--- src/rtl/tick_gen_bank.sv ---
`default_nettype none
// ============================================================================
// Module   : tick_gen_bank
// Purpose  : Bank of NUM_CH independent programmable timebase channels for the
//            100 MHz fabric. Each channel produces a single-cycle tick strobe
//            (for use as a clock enable) and a square-wave / busy level, in
//            either free-run or one-shot mode. No derived clocks are made.
// Ports    : clk_100MHz   - system clock, rising edge
//            reset        - synchronous, active-high
//            en           - per-channel run enable (free-run mode)
//            start        - per-channel trigger (one-shot mode)
//            sync_clr     - clears every channel counter together
//            cfg_we       - configuration write strobe
//            cfg_ch       - channel addressed by the write
//            cfg_div      - new period in cycles (0 and 1 are stored as 2)
//            cfg_oneshot  - new mode: 0 free-run, 1 one-shot
//            tick_o       - one-cycle strobe per period / per shot
//            sq_o         - square wave (free-run) or busy level (one-shot)
//            busy_o       - one-shot in progress
// Revision : 1.0 - initial release
// ============================================================================
module tick_gen_bank #(
  parameter int NUM_CH      = 4,
  parameter int CNT_W       = 27,
  parameter int DEFAULT_DIV = 10_000_000,
  localparam int CH_W       = (NUM_CH > 1) ? $clog2(NUM_CH) : 1
) (
  input  logic              clk_100MHz,
  input  logic              reset,
  input  logic [NUM_CH-1:0] en,
  input  logic [NUM_CH-1:0] start,
  input  logic              sync_clr,
  input  logic              cfg_we,
  input  logic [CH_W-1:0]   cfg_ch,
  input  logic [CNT_W-1:0]  cfg_div,
  input  logic              cfg_oneshot,
  output logic [NUM_CH-1:0] tick_o,
  output logic [NUM_CH-1:0] sq_o,
  output logic [NUM_CH-1:0] busy_o
);

  localparam logic [CNT_W-1:0] C_DEF_DIV = CNT_W'(DEFAULT_DIV);
  localparam logic [CNT_W-1:0] C_MIN_DIV = CNT_W'(2);
  localparam logic [CNT_W-1:0] C_ONE     = CNT_W'(1);

  // Periods below 2 cannot produce a distinct tick, so they are clamped.
  logic [CNT_W-1:0] w_div_ld;
  assign w_div_ld = (cfg_div < C_MIN_DIV) ? C_MIN_DIV : cfg_div;

  generate
    for (genvar c = 0; c < NUM_CH; c++) begin : g_ch
      logic [CNT_W-1:0] r_div;
      logic [CNT_W-1:0] r_cnt;
      logic             r_oneshot;
      logic             r_busy;
      logic             r_tick;
      logic             r_sq;
      logic             w_wr;
      logic             w_last;

      // An out-of-range cfg_ch matches no channel, so such writes are dropped.
      assign w_wr   = cfg_we && (cfg_ch == CH_W'(c));
      assign w_last = (r_cnt == (r_div - C_ONE));

      always_ff @(posedge clk_100MHz) begin
        if (reset) begin
          r_div     <= C_DEF_DIV;
          r_oneshot <= 1'b0;
          r_cnt     <= '0;
          r_busy    <= 1'b0;
          r_tick    <= 1'b0;
          r_sq      <= 1'b0;
        end else if (w_wr) begin
          // New div takes effect from cnt=0; any run in progress is abandoned.
          r_div     <= w_div_ld;
          r_oneshot <= cfg_oneshot;
          r_cnt     <= '0;
          r_busy    <= 1'b0;
          r_tick    <= 1'b0;
          r_sq      <= 1'b0;
        end else if (sync_clr) begin
          r_cnt     <= '0;
          r_busy    <= 1'b0;
          r_tick    <= 1'b0;
          r_sq      <= 1'b0;
        end else if (!r_oneshot) begin
          r_busy <= 1'b0;
          if (en[c]) begin
            r_cnt  <= w_last ? '0 : r_cnt + C_ONE;
            r_tick <= w_last;
            r_sq   <= (r_cnt >= (r_div >> 1));
          end else begin
            // Dropping en discards the partial period.
            r_cnt  <= '0;
            r_tick <= 1'b0;
            r_sq   <= 1'b0;
          end
        end else if (r_busy) begin
          // start is ignored while a shot is running: no retrigger.
          if (w_last) begin
            r_cnt  <= '0;
            r_tick <= 1'b1;
            r_busy <= 1'b0;
            r_sq   <= 1'b0;
          end else begin
            r_cnt  <= r_cnt + C_ONE;
            r_tick <= 1'b0;
            r_sq   <= 1'b1;
          end
        end else begin
          r_tick <= 1'b0;
          r_cnt  <= '0;
          r_busy <= start[c];
          r_sq   <= start[c];
        end
      end

      assign tick_o[c] = r_tick;
      assign sq_o[c]   = r_sq;
      assign busy_o[c] = r_busy;
    end
  endgenerate

endmodule
`default_nettype wire

--- config.mk ---
export PLATFORM = sky130hd
export DESIGN_NAME = tick_gen_bank
export DESIGN_NICKNAME = d
export VERILOG_FILES = /design/src/rtl/tick_gen_bank.sv
export SDC_FILE = /design/constraint.sdc
export NUM_CORES = 1
export LEC_CHECK = 0
export BUFFER_PORTS_ARGS = -buffer_cell sky130_fd_sc_hd__buf_2
export CAP_MARGIN = 5
export CORE_AREA = 2 2 186 188
export DETAILED_ROUTE_END_ITERATION = 12
export DIE_AREA = 0 0 188 190
export PLACE_DENSITY_LB_ADDON = 0.1
export SYNTH_ARGS = -nofsm -noshare
export SYNTH_HDL_FRONTEND = slang
export SYNTH_SLANG_ARGS = --single-unit
export TNS_END_PERCENT = 50
--- constraint.sdc ---
create_clock -name clk_100MHz -period 4.5 [get_ports clk_100MHz]
set_input_delay 0.225 -clock clk_100MHz [delete_from_list [all_inputs] [get_ports clk_100MHz]]
set_output_delay 0.225 -clock clk_100MHz [all_outputs]
set_load 0.005 [all_outputs]
Word level (Yosys, flattened, before mapping) --
Index checks and enable logic that the tools add are counted.
Word-level totals: input port bits 42, bits in registers 232, output and inout bits 12, word-level logic and storage cells 110
Operators by class: reductions and logical operators 13, $lt $le $gt $ge 5, equal/unequal tests 7, bitwise operators 4, multiplexer cells 49, add/sub/neg operators 8
Operators by type and width (number):
- $mux 27 | 17
- $add 27x1->27 const B | 4
- $eq 27x27->1 | 4
- $ge 27x26->1 | 4
- $sub 27x1->27 const B | 4
- $mux 1 | 32
- $lt 27x2->1 const B | 1
- $reduce_or 4->1 | 4
- $reduce_or 3->1 | 4
- $eq 2x2->1 const B | 2
- $logic_and 1x1->1 | 4
- $not 1->1 | 4
- $eq 2x1->1 const B | 1
- $logic_not 2->1 | 1

Depth between registers and ports, before layout --
depth after elaboration 5, depth in mapped cells 13, depth with buffers taken out 10

Least setup slack after synthesis --
OpenSTA, ideal clock, no wires.
path kind register -> register, start point register g_ch[2].r_div[0], end point register g_ch[2].r_cnt[19], period minus slack after synthesis 3.111 ns, library setup time 0.115 ns, required time 4.385 ns, cell stages (with the launch flop) 14, arrival time 2.996 ns, buffers on the path 3, slack 1.389 ns, cells stage by stage dfxtp_1 -> inv_1 -> ha_1 -> or3b_1 -> clkbuf_1 -> or4_1 -> a21oi_1 -> o21ai_1 -> or4_1 -> nor4_2 -> nand2b_1 -> buf_4 -> buf_6 -> nor2_1
Between the ends: longest elaborated chain between the ends 5, elaborated cells on any way between the ends 6, classes of those cells add/sub: 1; eq/ne: 1; mux: 4
Ends and longest elaborated chain:
- from (decl) | line 52 | logic [CNT_W-1:0] r_div;
- from (signal assigned) | line 75 | r_div <= w_div_ld;
- $sub 27x1->27 * | line 63 | assign w_last = (r_cnt == (r_div - C_ONE));
- $eq 27x27->1 * | line 63
- $mux 27 * | line 89, 100
- $mux 27 (on tied branches) | line 88, 98
- $mux 27 * | line 86 | end else if (!r_oneshot) begin
- to (signal assigned) | line 89 | r_cnt <= w_last ? '0 : r_cnt + C_ONE;
- to (signal assigned) | line 106 | r_cnt <= r_cnt + C_ONE;
- to (decl) | line 53 | logic [CNT_W-1:0] r_cnt;
Every way passes the cells marked *; elsewhere a longest branch is shown, timed or not. A chain may end at the register's enable or synchronous reset.

Worst setup path after layout --
start point register g_ch[1].r_div[0], end point register g_ch[1].r_tick
Between the ends: longest elaborated chain between the ends 5, elaborated cells on any way between the ends 6, classes of those cells add/sub: 1; eq/ne: 1; mux: 4
Ends and longest elaborated chain:
- from (decl) | line 52
- from (signal assigned) | line 75
- $sub 27x1->27 * | line 63
- $eq 27x27->1 * | line 63
- $mux 1 | line 100 | if (w_last) begin
- $mux 1 | line 98 | end else if (r_busy) begin
- $mux 1 * | line 86
- to (signal assigned) | line 90 | r_tick <= w_last;
- to (decl) | line 56 | logic r_tick;
Marks and branches as above.

==> metrics.cfg <==
[status]
status = finished clean

[synth]
yosysSeqAreaShare_pct = 29.69
ys_seq_elements = 232
netlist.area_leader.share_pct = 29.69
syn_area_per_cell_um2 = 7.856
syn_inst = 1991
synth-compound-area-share_pct = 13.91
synth-async-reset-ratio_pct = 0
yosysMostFrequentCell = nand2_1
synth_edf_count = 0
synth_area_um2 = 15640
synth_flop_cell = dfxtp_1
synth_fa_ha_area_share_pct = 8.959
synth_top_family_by_area = simple AND/OR/NAND/NOR gates
ys_top_cells_by_area = dfxtp_1 (30%), ha_1 (9.0%), xor2_1 (6.6%)
yosysWarningCount = 0
yosysTopAreaCell = dfxtp_1
synthSimpleGateAreaFrac_pct = 28.08
synth_fp_nets = 2145
synth_xor_area_share_pct = 12.69
synth.mux.area_fraction_pct = 0.6639
synth_commonest_cells = nand2_1 (244), dfxtp_1 (232), nor2_1 (138)
yosysUniqueCellTypes = 78

[grt]
grt_pass1_vias = 13170
grt_overflow = 0
grt_pass1_wl_mm = 69.71
grt_max_degree = 107
gr-usage-all-layers_pct = 23.88
antenna_found_initial = 1

[floorplan]
start_util_pct = 46.07
num_rows = 68
dieArea_um2 = 35720
core_um2 = 33950
die_w_um = 188
io-pin-count = 54
die_h_um = 190

[job]
maxCapViolations = 0

[worst_setup_path]
worstPathCellList = inv_1, ha_1, nor3b_2, nand2_1, or4b_1, a211oi_1, a211oi_1, a2111oi_0, o2111a_1, buf_4, nor2b_1
startpoint_type = flop
crit_type = reg2reg
critPathArrivalTime_ns = 4.18
cp_common_cell = a211oi_1
crit_required_ns = 4.99
cp-end-kind = flop
max_stage_delay_ns = 0.57
cp_slowest_cell = or4b_1
cp_max_fo = 28

[drt]
routed_wl_mm = 42.94
drcViolationCount = 0
drtAntennaViolNets = 0
drt_iter0_markers = 800
post_drt_wl_per_cell_um = 17.35
drt-pass1-iter-count = 5
vias_per_cell = 5.642
vias = 13970

[timing]
rsz0062_at_grt = no
hold-worst-slack_ns = 0.03638
drv_slew = 0
fmax_mhz = 271.1
relSlewSlack_pct = 26.60
tightest_slew_ns = 1.101
setup-tns-final_ns = 0
hold_violations = 0
setup_viol = 0
min_period_over_period_pct = 81.96
layout_min_cycle_time_ns = 3.688
clock_skew_ns = 0.01162

[layout]
syn_to_final_growth_pct = 10.23
final_util_pct = 50.79
fin_area_um2 = 17240
antenna_cells = 0
fillerInstances = 3354
drive_above_1_share_pct = 6.881
nNetsFinal = 2157

[power_and_ir_drop]
ir_drop_v = 0.0002877
p_per_area_nw_per_um2 = 286.0
p_leak_uw = 0.006602

[clock_network]
root_buffer = clkbuf_16
numCtsBuffers = 27
cts_buffer_depth = 3
clock_sinks = 232
cts_tree = yes
clk_pin_slew_ns = 0.06
cts_setup_buffers = 0
post_cts_resized = 0
ctsHtreeMaxLevel = 1
clkLatencyLatePin_ns = 0.56

[placement]
hpwl_mm = 32.13
place.gp.congestion = 0.8797
post_dp_cell_area_um2 = 16110
port_buffers = 53

[worst_hold_path]
hold_class = in2reg

## worst max-delay path: cells and delay by family (launching register included)
| family | cells | cell delay, ns |
|---|---|---|
| and+or+nand+nor | 4 | 1.48 |
| AOI/OAI and AO/OA | 4 | 1.15 |
| buffers and inverters | 2 | 0.41 |
| DFF | 1 | 0.36 |
| adders and majority gates | 1 | 0.22 |
## stage by stage
stage | std cells | total power [uW] | worst slack [ns]
4_1_cts | 2475 | 4986 | 0.9491
6_report | 2475 | 4932 | 0.8116
3_5_place_dp | 2406 | 2688 | 0.9852
5_1_grt | 2475 | 5124 | 0.6512
3_3_place_gp | 2406 | 2679 | 1.064
2_1_floorplan | 1991 | 2526 | 1.389
## worst paths after layout
kind | from | end | slack [ns] | cells after the start
worst max-delay path | g_ch[1].r_div[0]$_SDFFE_PP0P_ | g_ch[1].r_tick$_SDFF_PP0_ | 0.81 | 11
worst min-delay path | en[2] | g_ch[2].r_sq$_SDFF_PP0_ | 0.04 | 4
worst max register to register | g_ch[1].r_div[0]$_SDFFE_PP0P_ | g_ch[1].r_tick$_SDFF_PP0_ | 0.81 | 11
worst min register to register | g_ch[1].r_div[16]$_SDFFE_PP0P_ | g_ch[1].r_div[16]$_SDFFE_PP0P_ | 0.48 | 2
## flip-flops by register name, summed over array words and instances, names as in the netlist
signal	count
g_ch.r_tick	4
g_ch.r_div	108
g_ch.r_cnt	108
g_ch.r_oneshot	4
g_ch.r_busy	4
g_ch.r_sq	4
## logic make-up (layout without fill, tap and decap cells)
kind of cell    after synthesis  count (layout)
xor+xnor                    225             225
compound gates              327             327
buf+inv                     227             256
flops                       232             232
fa+ha+maj                   112             112
mux                          10              10
simple gates                858             858
## area by class of cell
| type | count | area [um2] | area share (%) |
|---|---|---|---|
| multi-input combinational | 1532 | 10070 | 58.43 |
| inverter | 121 | 454.2 | 2.634 |
| clock buffer | 40 | 794.5 | 4.608 |
| tap | 455 | 569.3 | 3.302 |
| timing repair buffer | 89 | 595.6 | 3.454 |
| clock inverter | 6 | 108.9 | 0.6313 |
| sequential | 232 | 4644 | 26.94 |
## power breakdown
part / switching [uW] / total [uW] / leakage [uW] / internal [uW]
logic: 308 / 499 / 0.00428 / 191
clock network: 888 / 2270 / 0.000444 / 1380
registers: 70.3 / 2170 / 0.00188 / 2100
total: 1270 / 4930 / 0.00660 / 3670
## routing by layer
metal / up-vias / global-route usage (%) / share of wire, %
met5: - / 0 / 0
met4: 0 / 5.118 / 2.1
met3: 57 / 3.173 / 4.0
met2: 215 / 42.31 / 48
met1: 6622 / 30.91 / 46
li1: 7071 / - / -
## cells in the final DEF (no fill, tap or decap), types with 12 or more instances in the layout
cell type      Yosys  layout
a211o_1           31      31
a211oi_1          16      16
a21o_1            28      28
a21oi_1          114     114
a31oi_1           12      12
and3_1            28      28
and4_1            17      17
buf_2              6      52
buf_4             17      14
clkbuf_16          0      27
dfxtp_1          232     232
dlygate4sd3_1      0      23
ha_1             112     112
inv_1            121     121
nand2_1          244     244
nand2b_1          13      13
nand3_1           85      85
nand3b_1          13      13
nand4_1           57      57
nor2_1           138     137
nor2b_1           20      20
nor3_1           127     127
nor4_1            35      35
o211ai_1          19      19
o21ai_0           36      36
or3_1             12      12
or4_1             14      14
xnor2_1          107     107
xor2_1           117     117
## what timing repair did
| action | 4_1_cts | 5_1_grt |
|---|---|---|
| endpoints found under the setup margin | 0 | 0 |
| hold endpoints to repair | 76 | 0 |
| hold buffers | 23 | 0 |
No activity file was read; power rests on OpenSTA's default activity.
